===== src/rtl/spi_cfg_rw.sv =====
// SPI configuration master: one command + data word in, 1..DATA_WIDTH/8 bytes out MSB first,
// optional read-back. Define SPI_CFG_CS_GAP_EN to enforce a minimum CS-high gap between frames.
module spi_cfg_rw #(
    parameter int unsigned CLK_DIV    = 3,
    parameter int unsigned N_SLAVES   = 4,
    parameter int unsigned DATA_WIDTH = 32
) (
    input  logic                  aclk,
    input  logic                  aresetn,
    input  logic [DATA_WIDTH-1:0] s_axis_tdata,
    input  logic                  s_axis_tvalid,
    output logic                  s_axis_tready,
    input  logic [7:0]            cmd,
    output logic [N_SLAVES-1:0]   cs,
    output logic                  sclk,
    output logic                  sdi,
    input  logic                  sdo,
    output logic [DATA_WIDTH-1:0] m_axis_tdata,
    output logic                  m_axis_tvalid,
    input  logic                  m_axis_tready
);

    localparam int unsigned CntW     = 8;
    localparam int unsigned HalfCyc  = 2 ** (CLK_DIV - 1);
    localparam logic [CntW-1:0] HalfLast = CntW'(HalfCyc - 1);
    localparam logic [3:0]      MaxBytes = 4'(DATA_WIDTH / 8);
`ifdef SPI_CFG_CS_GAP_EN
    localparam logic [CntW-1:0] GapLast  = CntW'((2 ** CLK_DIV) - 1);
`endif

    typedef enum logic [2:0] {
        StIdle,
        StSetup,
        StShift,
        StHold,
        StResp,
        StGap
    } state_e;

    state_e                  state_q;
    logic [CntW-1:0]         cnt_q;
    logic [7:0]              hp_q;
    logic [7:0]              hp_last_q;
    logic                    cpol_q;
    logic                    cpha_q;
    logic                    rd_q;
    logic [DATA_WIDTH-1:0]   tx_q;
    logic [DATA_WIDTH-1:0]   rx_q;
    logic [N_SLAVES-1:0]     cs_q;
    logic                    sclk_q;
    logic                    sdi_q;
    logic                    s_tready_q;
    logic                    m_tvalid_q;
    logic [DATA_WIDTH-1:0]   m_tdata_q;

    logic [3:0]              nbytes_raw;
    logic [3:0]              nbytes;
    logic [7:0]              hp_last_d;
    logic [N_SLAVES-1:0]     cs_sel_d;
    logic                    hp_end;
    logic                    lead_edge;
    logic                    trail_edge;
    logic                    last_trail;

    // Command decode; a slave index beyond N_SLAVES selects no line.
    always_comb begin
        nbytes_raw = {1'b0, cmd[4:2]} + 4'd1;
        nbytes     = (nbytes_raw > MaxBytes) ? MaxBytes : nbytes_raw;
        hp_last_d  = {nbytes, 4'b0000} - 8'd1;
        cs_sel_d   = '1;
        for (int unsigned i = 0; i < N_SLAVES; i++) begin
            if (cmd[1:0] == 2'(i)) begin
                cs_sel_d[i] = 1'b0;
            end
        end
    end

    // Half-period k of SHIFT starts with a leading edge when k is even, trailing when odd.
    always_comb begin
        hp_end     = (cnt_q == '0);
        lead_edge  = hp_end && ((state_q == StSetup) ||
                     ((state_q == StShift) && hp_q[0] && (hp_q != hp_last_q)));
        trail_edge = hp_end && (state_q == StShift) && !hp_q[0];
        last_trail = trail_edge && ((hp_q + 8'd1) == hp_last_q);
    end

    always_ff @(posedge aclk or negedge aresetn) begin
        if (!aresetn) begin
            state_q    <= StIdle;
            cnt_q      <= '0;
            hp_q       <= '0;
            hp_last_q  <= '0;
            cpol_q     <= 1'b0;
            cpha_q     <= 1'b0;
            rd_q       <= 1'b0;
            tx_q       <= '0;
            rx_q       <= '0;
            cs_q       <= '1;
            sclk_q     <= 1'b0;
            sdi_q      <= 1'b0;
            s_tready_q <= 1'b0;
            m_tvalid_q <= 1'b0;
            m_tdata_q  <= '0;
        end else begin
            unique case (state_q)
                StIdle: begin
                    s_tready_q <= 1'b1;
                    if (s_axis_tvalid && s_tready_q) begin
                        s_tready_q <= 1'b0;
                        cs_q       <= cs_sel_d;
                        sclk_q     <= cmd[6];
                        cpol_q     <= cmd[6];
                        cpha_q     <= cmd[7];
                        rd_q       <= cmd[5];
                        hp_last_q  <= hp_last_d;
                        hp_q       <= '0;
                        sdi_q      <= cmd[7] ? 1'b0 : s_axis_tdata[DATA_WIDTH-1];
                        tx_q       <= cmd[7] ? s_axis_tdata : (s_axis_tdata << 1);
                        rx_q       <= '0;
                        cnt_q      <= HalfLast;
                        state_q    <= StSetup;
                    end
                end
                StSetup: begin
                    if (hp_end) begin
                        cnt_q   <= HalfLast;
                        state_q <= StShift;
                    end else begin
                        cnt_q <= cnt_q - 8'd1;
                    end
                end
                StShift: begin
                    if (hp_end) begin
                        cnt_q <= HalfLast;
                        if (hp_q == hp_last_q) begin
                            sdi_q   <= 1'b0;
                            state_q <= StHold;
                        end else begin
                            hp_q <= hp_q + 8'd1;
                        end
                    end else begin
                        cnt_q <= cnt_q - 8'd1;
                    end
                end
                StHold: begin
                    if (hp_end) begin
                        cs_q <= '1;
                        if (rd_q) begin
                            m_tvalid_q <= 1'b1;
                            m_tdata_q  <= rx_q;
                            state_q    <= StResp;
                        end else begin
`ifdef SPI_CFG_CS_GAP_EN
                            cnt_q      <= GapLast;
                            state_q    <= StGap;
`else
                            s_tready_q <= 1'b1;
                            state_q    <= StIdle;
`endif
                        end
                    end else begin
                        cnt_q <= cnt_q - 8'd1;
                    end
                end
                StResp: begin
                    if (m_axis_tready) begin
                        m_tvalid_q <= 1'b0;
`ifdef SPI_CFG_CS_GAP_EN
                        cnt_q      <= GapLast;
                        state_q    <= StGap;
`else
                        s_tready_q <= 1'b1;
                        state_q    <= StIdle;
`endif
                    end
                end
`ifdef SPI_CFG_CS_GAP_EN
                StGap: begin
                    if (hp_end) begin
                        s_tready_q <= 1'b1;
                        state_q    <= StIdle;
                    end else begin
                        cnt_q <= cnt_q - 8'd1;
                    end
                end
`endif
                default: state_q <= StIdle;
            endcase

            if (lead_edge) begin
                sclk_q <= ~cpol_q;
                if (cpha_q) begin
                    sdi_q <= tx_q[DATA_WIDTH-1];
                    tx_q  <= tx_q << 1;
                end else begin
                    rx_q <= {rx_q[DATA_WIDTH-2:0], sdo};
                end
            end

            // CPHA=0 keeps the final bit on the line through the last half-period.
            if (trail_edge) begin
                sclk_q <= cpol_q;
                if (cpha_q) begin
                    rx_q <= {rx_q[DATA_WIDTH-2:0], sdo};
                end else if (!last_trail) begin
                    sdi_q <= tx_q[DATA_WIDTH-1];
                    tx_q  <= tx_q << 1;
                end
            end
        end
    end

    assign cs            = cs_q;
    assign sclk          = sclk_q;
    assign sdi           = sdi_q;
    assign s_axis_tready = s_tready_q;
    assign m_axis_tvalid = m_tvalid_q;
    assign m_axis_tdata  = m_tdata_q;

endmodule

===== config.mk =====
export PLATFORM = sky130hd
export DESIGN_NAME = spi_cfg_rw
export DESIGN_NICKNAME = d
export VERILOG_FILES = /design/src/rtl/spi_cfg_rw.sv
export SDC_FILE = /design/constraint.sdc
export NUM_CORES = 1
export LEC_CHECK = 0
export CAP_MARGIN = 20
export CORE_UTILIZATION = 45
export DETAILED_ROUTE_END_ITERATION = 8
export HOLD_SLACK_MARGIN = 0.02
export PLACE_DENSITY_LB_ADDON = 0.05
export SETUP_SLACK_MARGIN = 0.4
export SLEW_MARGIN = 20
export SYNTH_ARGS = -nofsm -noshare
export SYNTH_HDL_FRONTEND = slang
export SYNTH_SLANG_ARGS = --single-unit

===== constraint.sdc =====
create_clock -name aclk -period 3.2 [get_ports aclk]
set_input_delay 0.8 -clock aclk [delete_from_list [all_inputs] [get_ports aclk]]
set_output_delay 0.8 -clock aclk [all_outputs]
set_load 0.03 [all_outputs]

==> results of run 1 <==
synthesized netlist by cell type (2+ instances only):
master                     count  area share
sky130_fd_sc_hd__or3_1         2      0.0019
sky130_fd_sc_hd__ha_1          5      0.0097
sky130_fd_sc_hd__xnor2_1       7      0.0095
sky130_fd_sc_hd__a22oi_1       2      0.0023
sky130_fd_sc_hd__a21oi_1      13       0.010
sky130_fd_sc_hd__and3_1        6      0.0058
sky130_fd_sc_hd__xor2_1        6      0.0081
sky130_fd_sc_hd__nor3_1       11      0.0085
sky130_fd_sc_hd__nand2_1      91       0.053
sky130_fd_sc_hd__buf_2         3      0.0023
sky130_fd_sc_hd__o21ai_0     111       0.086
sky130_fd_sc_hd__nor2_1       26       0.015
sky130_fd_sc_hd__or2_2         2      0.0019
sky130_fd_sc_hd__dfrtp_1     127        0.49
sky130_fd_sc_hd__nand3_1      41       0.032
sky130_fd_sc_hd__mux2_4       29       0.067
sky130_fd_sc_hd__mux2_2        5      0.0087
sky130_fd_sc_hd__nand3b_1      5      0.0058
sky130_fd_sc_hd__o31ai_1       7      0.0081
sky130_fd_sc_hd__a32o_1        2      0.0031
sky130_fd_sc_hd__nor2b_1       2      0.0019
sky130_fd_sc_hd__clkbuf_1     30       0.017
sky130_fd_sc_hd__mux2i_1      33       0.051
sky130_fd_sc_hd__o21ai_1       4      0.0031
sky130_fd_sc_hd__a31oi_1       2      0.0019
sky130_fd_sc_hd__dfstp_2       4       0.016
sky130_fd_sc_hd__nor3b_1       2      0.0023
sky130_fd_sc_hd__o41ai_1       4      0.0054
sky130_fd_sc_hd__inv_1        43       0.025
sky130_fd_sc_hd__buf_1         3      0.0017
sky130_fd_sc_hd__buf_6         5      0.0087
sky130_fd_sc_hd__nand2b_1      2      0.0019
sky130_fd_sc_hd__nor4_1        3      0.0029
sky130_fd_sc_hd__a211oi_1      2      0.0023
logic make-up (layout without fill, tap and decap cells):
| group | after synthesis | after routing | share of synthesized area |
|---|---|---|---|
| simple gates | 202 | 202 | 0.148 |
| flops | 131 | 131 | 0.507 |
| mux | 67 | 67 | 0.127 |
| buf+inv | 84 | 168 | 0.0551 |
| xor+xnor | 13 | 13 | 0.0176 |
| compound gates | 156 | 156 | 0.135 |
| fa+ha+maj | 5 | 5 | 0.00966 |
flip-flops by register name, indices dropped and copies added (netlist names), 3 cells and up:
signal / flops
hp_q: 8
cs: 4
cnt_q: 8
m_axis_tdata: 32
hp_last_q: 5
tx_q: 32
rx_q: 32
state_q: 3
layer usage:
| metal | GRT usage | vias to the layer above | share of wire | wire length (um) |
|---|---|---|---|---|
| met5 | 0 | - | 0 | 0 |
| met4 | 0.0779 | 0 | 0.015 | 200 |
| met3 | 0.0501 | 16 | 0.040 | 545 |
| met2 | 0.309 | 82 | 0.47 | 6400 |
| met1 | 0.262 | 2353 | 0.48 | 6480 |
| li1 | - | 2418 | - | - |
layout make-up:
type                            instances  share of cell area
Timing Repair Buffer                   95               0.119
Clock inverter                          8             0.00703
Multi-Input combinational cell        443               0.356
Sequential cell                       131               0.410
Tap cell                              180              0.0281
Inverter                               43              0.0201
Clock buffer                           22              0.0592
report_power, final:
part | internal, W | switching [W]
Clock | 0.00104 | 0.000692
Sequential | 0.00223 | 0.000409
Combinational | 0.000991 | 0.00112
Total | 0.00426 | 0.00222
worst min path at each step:
stage | endpoint | cells past startpoint | from
floorplan | cnt_q[0] | 1 | cnt_q[0]
global placement | m_axis_tdata[3] | 2 | m_axis_tdata[3]
detailed placement | m_axis_tdata[9] | 2 | m_axis_tdata[9]
CTS | hp_q[4] | 1 | aresetn
global route | hp_q[6] | 1 | aresetn
finish | hp_q[6] | 1 | aresetn
cells in the final DEF (no fill, tap or decap), types with 2 or more instances in the layout:
cell and count:
sky130_fd_sc_hd__o31ai_1 7, sky130_fd_sc_hd__a32o_1 2, sky130_fd_sc_hd__nor3_1 11, sky130_fd_sc_hd__mux2_4 29
sky130_fd_sc_hd__mux2i_1 33, sky130_fd_sc_hd__nand3b_1 5, sky130_fd_sc_hd__o21ai_0 111, sky130_fd_sc_hd__nor4_1 3
sky130_fd_sc_hd__buf_4 8, sky130_fd_sc_hd__clkbuf_1 2, sky130_fd_sc_hd__xnor2_1 7, sky130_fd_sc_hd__inv_1 43
sky130_fd_sc_hd__and3_1 6, sky130_fd_sc_hd__ha_1 4, sky130_fd_sc_hd__nor3b_1 2, sky130_fd_sc_hd__a22oi_1 2
sky130_fd_sc_hd__clkinvlp_4 5, sky130_fd_sc_hd__dfstp_2 4, sky130_fd_sc_hd__mux2_2 5, sky130_fd_sc_hd__o21ai_1 4
sky130_fd_sc_hd__clkdlybuf4s50_1 82, sky130_fd_sc_hd__nor2_1 26, sky130_fd_sc_hd__a31oi_1 2, sky130_fd_sc_hd__or3_1 2
sky130_fd_sc_hd__a21oi_1 13, sky130_fd_sc_hd__clkbuf_16 17, sky130_fd_sc_hd__clkinv_2 2, sky130_fd_sc_hd__dfrtp_1 126
sky130_fd_sc_hd__nand3_1 41, sky130_fd_sc_hd__xor2_1 6, sky130_fd_sc_hd__nand2b_1 2, sky130_fd_sc_hd__nand2_1 91
sky130_fd_sc_hd__clkbuf_8 3, sky130_fd_sc_hd__o41ai_1 4, sky130_fd_sc_hd__buf_12 3, sky130_fd_sc_hd__nor2b_1 2
through the flow:
step                      total power, W  cell area (um2)  setup slack, ps  hold WS [ps]  cells
after global placement           0.00470             7470              484           466    892
after floorplan                  0.00414             6470              617           463    658
final                            0.00649             8010              489           392    922
after global routing             0.00694             8010              388           440    922
after CTS                        0.00655             8000              419           408    922
after detailed placement         0.00477             7470              388           471    892
==> flow_summary.rst, run 1 <==
.. list-table::
   :header-rows: 1

   * - Metric
     - Value
   * - Outcome
     - finished, final reports clean
   * - Number of flops mapped to enable cells by yosys
     - 0
   * - Family with the most delay on the worst path
     - simple AND/OR/NAND/NOR gates
   * - Detailed Routing Iterations Pass 1
     - 4
   * - Max-cap violation count
     - 0
   * - Depth of the most critical reg-to-reg path
     - 7
   * - Number of global-route vias before repair
     - 4742
   * - Cell Area, Synth
     - 6470 um2
   * - Biggest fanout along the worst timing path
     - 33
   * - Clk Tree Root Cell
     - sky130_fd_sc_hd__clkbuf_16
   * - Setup violation total in the final timing report
     - 0
   * - Fin crit period
     - 2710 ps
   * - Reg area
     - 3280 um2
   * - Post-layout utilization of the core
     - 0.575
   * - Combined area of the multi-input logic cells
     - 2850 um2
   * - Antenna Cells
     - 0
   * - WP data arrival
     - 3010 ps
   * - Number of setup buffers added after CTS
     - 0
   * - Worst IR drop on VDD
     - 0.473 mV
   * - Start-to-end type of the worst setup path
     - flip-flop to flip-flop
   * - Final total negative setup slack
     - 0 ps
   * - I/O pin cnt
     - 85
   * - Final worst path period share
     - 0.847
   * - Initial standard-cell utilization of the core
     - 0.465
   * - P&R area growth vs syn
     - 23.8%
   * - Worst R2R End
     - tx_q[1]
   * - Sequential share of the synthesized area
     - 0.507
   * - Number of antenna violations at the first check in global routing
     - 0
   * - CP endpoint
     - tx_q[1]
   * - CP startpoint kind
     - flip-flop
   * - Post-DR wirelength/cell
     - 14.8 um
   * - Final hold violations
     - 0
   * - Overall global routing resource usage
     - 0.198
   * - CTS resizes
     - 0
   * - Total of flip-flops plus latches after synthesis
     - 131
   * - Congestion Overflow GR
     - 0
   * - Worst clock skew
     - 7.63 ps
   * - Path category of the worst min-delay check
     - input port to async pin
   * - Setup repair after global routing missed its margin
     - true
   * - Vias after detailed routing
     - 4869
   * - X dimension of the die
     - 122 um
   * - Max-slew violation total from the final report
     - 0
   * - Worst stage delay on the critical path
     - 590 ps
   * - Area of the die
     - 14900 um2
   * - Combined buffer and inverter count along the critical path
     - 1
   * - # hold bufs at CTS
     - 0
   * - Internal reg-to-reg setup slack
     - 490 ps
   * - Distinct cell type count of the synthesized netlist
     - 52
   * - Chain of cells forming the critical path
     - or4_4 > or3_4 > nor3_4 > o311ai_1 > nand3_2 > buf_12 > mux2_2
   * - Worst Path Required
     - 3500 ps
   * - PortBufs
     - 84
   * - Later-pin clock latency in the skew report
     - 420 ps
   * - Share of synthesized registers carrying an async set or reset
     - 1.00
   * - DRT antenna net count
     - 0
   * - Clock Tree Buf Depth
     - 2
   * - Filler cell count in the final layout
     - 1234
   * - Number of violations reported at the end of detailed-routing iteration 0
     - 321
   * - Worst-Margin Slew
     - 828 ps
   * - Share of cells above drive strength 1
     - 0.123
   * - CTS tree
     - built
   * - Reported leakage power
     - 3.50 nW
   * - Total CTS buffers
     - 17
   * - Pin count of the biggest net entering global routing
     - 88
   * - Gp weighted congestion
     - 0.795
   * - Start point of the critical path
     - cnt_q[5]
   * - Post-Route WL
     - 13600 um
   * - Slowest stage cell, crit path
     - sky130_fd_sc_hd__or4_4
   * - Net count reported at finish
     - 781
   * - Count of standard-cell rows
     - 43
   * - Total nets after synthesis
     - 708
   * - Clk pin slew, worst setup/hold paths
     - 60 ps
   * - Number of H-tree branching levels
     - 4
   * - Most used flip-flop cell after synthesis
     - sky130_fd_sc_hd__dfrtp_1
   * - Die height
     - 122 um
   * - Half-perimeter wire length after detailed placement
     - 9100 um
   * - Remaining design rule violation count
     - 0
   * - P per Cell Area
     - 809 nW/um2
   * - Maximum frequency from static timing analysis
     - 369 MHz
   * - Clock tree sinks
     - 131
   * - Synthesis warning total
     - 0
   * - Avg Vias per Cell
     - 5.28
   * - Global-route wire length before repair
     - 22600 um
   * - Total stage count of the critical path
     - 7
   * - Tightest slew margin relative to the limit
     - 0.448
   * - Mean area per synthesized cell
     - 9.84 um2
   * - Critical path capture point type
     - flip-flop
   * - Source of the worst register-to-register timing path
     - cnt_q[5]
   * - Core footprint
     - 13900 um2
   * - Post-synthesis cell count
     - 658
Note: power is estimated with default switching activity, not from simulation.
==> inputs of run 2 (changes only) <==
==> constraint.sdc (replaced) <==
create_clock -name aclk -period 2.55 [get_ports aclk]
set_input_delay 0.6375 -clock aclk [delete_from_list [all_inputs] [get_ports aclk]]
set_output_delay 0.6375 -clock aclk [all_outputs]
set_load 0.03 [all_outputs]
==> flow_summary.rst, run 2 (synthesized netlist as in run 1, its figures left out) <==
.. list-table::
   :header-rows: 1

   * - Metric
     - Value
   * - Outcome
     - finished, final reports clean
   * - Path category of the worst min-delay check
     - input port to async pin
   * - Family with the most delay on the worst path
     - simple AND/OR/NAND/NOR gates
   * - Die height
     - 122 um (unchanged)
   * - Worst IR drop on VDD
     - 0.557 mV (+18%)
   * - Filler cell count in the final layout
     - 1088 (-12%)
   * - Share of cells above drive strength 1
     - 0.239 (+0.117)
   * - Reg area
     - 3290 um2 (about the same)
   * - Met1 GRT Util
     - 0.277 (+0.0149)
   * - Met3 usage
     - 0.0454 (-0.00468)
   * - Vias after detailed routing
     - 5432 (+12%)
   * - Slowest stage cell, crit path
     - sky130_fd_sc_hd__or4_4
   * - PortBufs
     - 84 (unchanged)
   * - Number of antenna violations at the first check in global routing
     - 0 (unchanged)
   * - Portion of total power attributed to combinational logic
     - 0.355 (+0.029)
   * - Number of H-tree branching levels
     - 4 (unchanged)
   * - Part of the total power dissipated in sequential elements
     - 0.352 (-0.055)
   * - Tightest slew margin relative to the limit
     - 0.600 (+0.153)
   * - Detailed Routing Iterations Pass 1
     - 5 (+1)
   * - Chain of cells forming the critical path
     - or4_4 > or3_4 > buf_4 > buf_6 > a2111o_2 > nor2_2 > o21ai_1 > o31ai_1
   * - Worst-Margin Slew
     - 599 ps (-229 ps)
   * - Most common cell after layout, fill and taps aside
     - sky130_fd_sc_hd__dfrtp_1
   * - Clk Tree Root Cell
     - sky130_fd_sc_hd__clkbuf_16
   * - Final total negative setup slack
     - 0 ps (unchanged)
   * - # hold bufs at CTS
     - 0 (unchanged)
   * - Initial standard-cell utilization of the core
     - 0.465 (unchanged)
   * - Max-cap violation count
     - 0 (unchanged)
   * - CP startpoint kind
     - flip-flop
   * - DRT antenna net count
     - 0 (unchanged)
   * - Cell internal power dissipation
     - 0.00621 W (+46%)
   * - Clock tree sinks
     - 131 (unchanged)
   * - Met2 track demand over resource
     - 0.343 (+0.0335)
   * - Total CTS buffers
     - 17 (unchanged)
   * - Clock Tree Buf Depth
     - 2 (unchanged)
   * - Post-DR wirelength/cell
     - 17.7 um (+20%)
   * - Global-route wire length before repair
     - 24500 um (+8.3%)
   * - Clk pin slew, worst setup/hold paths
     - 60 ps (about the same)
   * - Half-perimeter wire length after detailed placement
     - 9100 um (about the same)
   * - P per Cell Area
     - 1030 nW/um2 (+27%)
   * - Avg Vias per Cell
     - 5.55 (+5.2%)
   * - Combined buffer and inverter count along the critical path
     - 2 (+1)
   * - Combined area of the multi-input logic cells
     - 3120 um2 (+9.2%)
   * - Post-Route WL
     - 17300 um (+27%)
   * - Worst stage delay on the critical path
     - 540 ps (-50 ps)
   * - Reported leakage power
     - 4.07 nW (+16%)
   * - Final hold violations
     - 0 (unchanged)
   * - Core footprint
     - 13900 um2 (unchanged)
   * - Net count reported at finish
     - 835 (+6.9%)
   * - Area of the die
     - 14900 um2 (unchanged)
   * - Number of global-route vias before repair
     - 5029 (+6.1%)
   * - Most congested layer reported by global routing
     - met2
   * - Antenna Cells
     - 0 (unchanged)
   * - CTS tree
     - built
   * - P&R area growth vs syn
     - 40.9%
   * - Pin count of the biggest net entering global routing
     - 72 (-18%)
   * - Total non-filler cell area in the finished layout
     - 9120 um2 (+14%)
   * - Max-slew violation total from the final report
     - 0 (unchanged)
   * - Worst clock skew
     - 9.64 ps (+2.01 ps)
   * - Proportion of total power due to net switching
     - 0.339 (-0.00348)
   * - Fin crit period
     - 2470 ps (-245 ps)
   * - Start-to-end type of the worst setup path
     - flip-flop to flip-flop
   * - Congestion Overflow GR
     - 0 (unchanged)
   * - Maximum frequency from static timing analysis
     - 405 MHz (+9.9%)
   * - Clock power frac
     - 0.293 (+0.026)
   * - Remaining design rule violation count
     - 0 (unchanged)
   * - I/O pin cnt
     - 85 (unchanged)
   * - Later-pin clock latency in the skew report
     - 430 ps (about the same)
   * - Standard cell area after detailed placement
     - 7630 um2 (+2.1%)
   * - Worst Path Required
     - 2870 ps (-630 ps)
   * - Setup violation total in the final timing report
     - 0 (unchanged)
   * - Setup repair after global routing missed its margin
     - true
   * - Count of standard-cell rows
     - 43 (unchanged)
   * - X dimension of the die
     - 122 um (unchanged)
   * - Biggest fanout along the worst timing path
     - 7 (-79%)
   * - Number of violations reported at the end of detailed-routing iteration 0
     - 275 (-14%)
   * - Final worst path period share
     - 0.967 (+0.120)
   * - Overall global routing resource usage
     - 0.212 (+0.0140)
   * - Critical path capture point type
     - flip-flop
   * - WP data arrival
     - 2790 ps (-220 ps)
   * - Commonest cells after routing, fill and taps aside
     - sky130_fd_sc_hd__dfrtp_1, sky130_fd_sc_hd__nand2_1, sky130_fd_sc_hd__clkdlybuf4s50_1
   * - Switching power of the nets
     - 0.00319 W (+43%)
   * - Gp weighted congestion
     - 0.771 (-3.0%)
[run 2: final cells by class]
class | count | area share
multi-input cells | 446 | 0.342
repair buffers | 146 | 0.182
flip-flops and latches | 131 | 0.360
clock buffers | 21 | 0.0516
clock inverters | 11 | 0.0218
inverters | 43 | 0.0177
well taps | 180 | 0.0247
[run 2: per-stage QoR]
stage / hold slack, ps / total power [W] / cells / worst slack, ps / utilization
2_1_floorplan: 342 / 0.00521 / 658 / 29.8 / -
3_3_place_gp: 466 / 0.00601 / 904 / 111 / 0.548
3_5_place_dp: 470 / 0.00610 / 904 / 68.3 / 0.548
4_1_cts: 204 / 0.00900 / 951 / 106 / 0.614
5_1_grt: 222 / 0.00993 / 978 / -12.8 / 0.655
6_report: 183 / 0.00940 / 978 / 83.4 / 0.655
[run 2: power by group through the flow]
stage	combinational (W)	clock (W)	sequential, W
after floorplan	0.00180	0	0.00341
after global placement	0.00272	0	0.00329
after detailed placement	0.00280	0	0.00330
after CTS	0.00294	0.00277	0.00328
after global routing	0.00367	0.00287	0.00339
final	0.00334	0.00276	0.00331
[run 2: routing by layer]
layer  routed length [um]  part of all wire
met5                    0                 0
met4                  303             0.018
met3                  831             0.048
met2                 8440              0.49
met1                 7710              0.45
[run 2: timing repair]
item,in CTS,in global routing
pin swaps,3,14
endpoints found under the setup margin,117,115
setup buffers,12,11
gates resized for setup,41,88
cloned,3,16
[run 2: final timing paths]
path                       slack (ps)  cells past startpoint          endpoint              from
min in group aclk                 480                      2  m_axis_tdata[12]  m_axis_tdata[12]
setup / recovery                   80                      8           hp_q[2]          cnt_q[5]
setup reg to reg                   80                      8           hp_q[2]          cnt_q[5]
hold reg to reg                   480                      2  m_axis_tdata[12]  m_axis_tdata[12]
max in group asynchronous        1720                      2             cs[1]           aresetn
hold / removal                    180                      1           hp_q[4]           aresetn
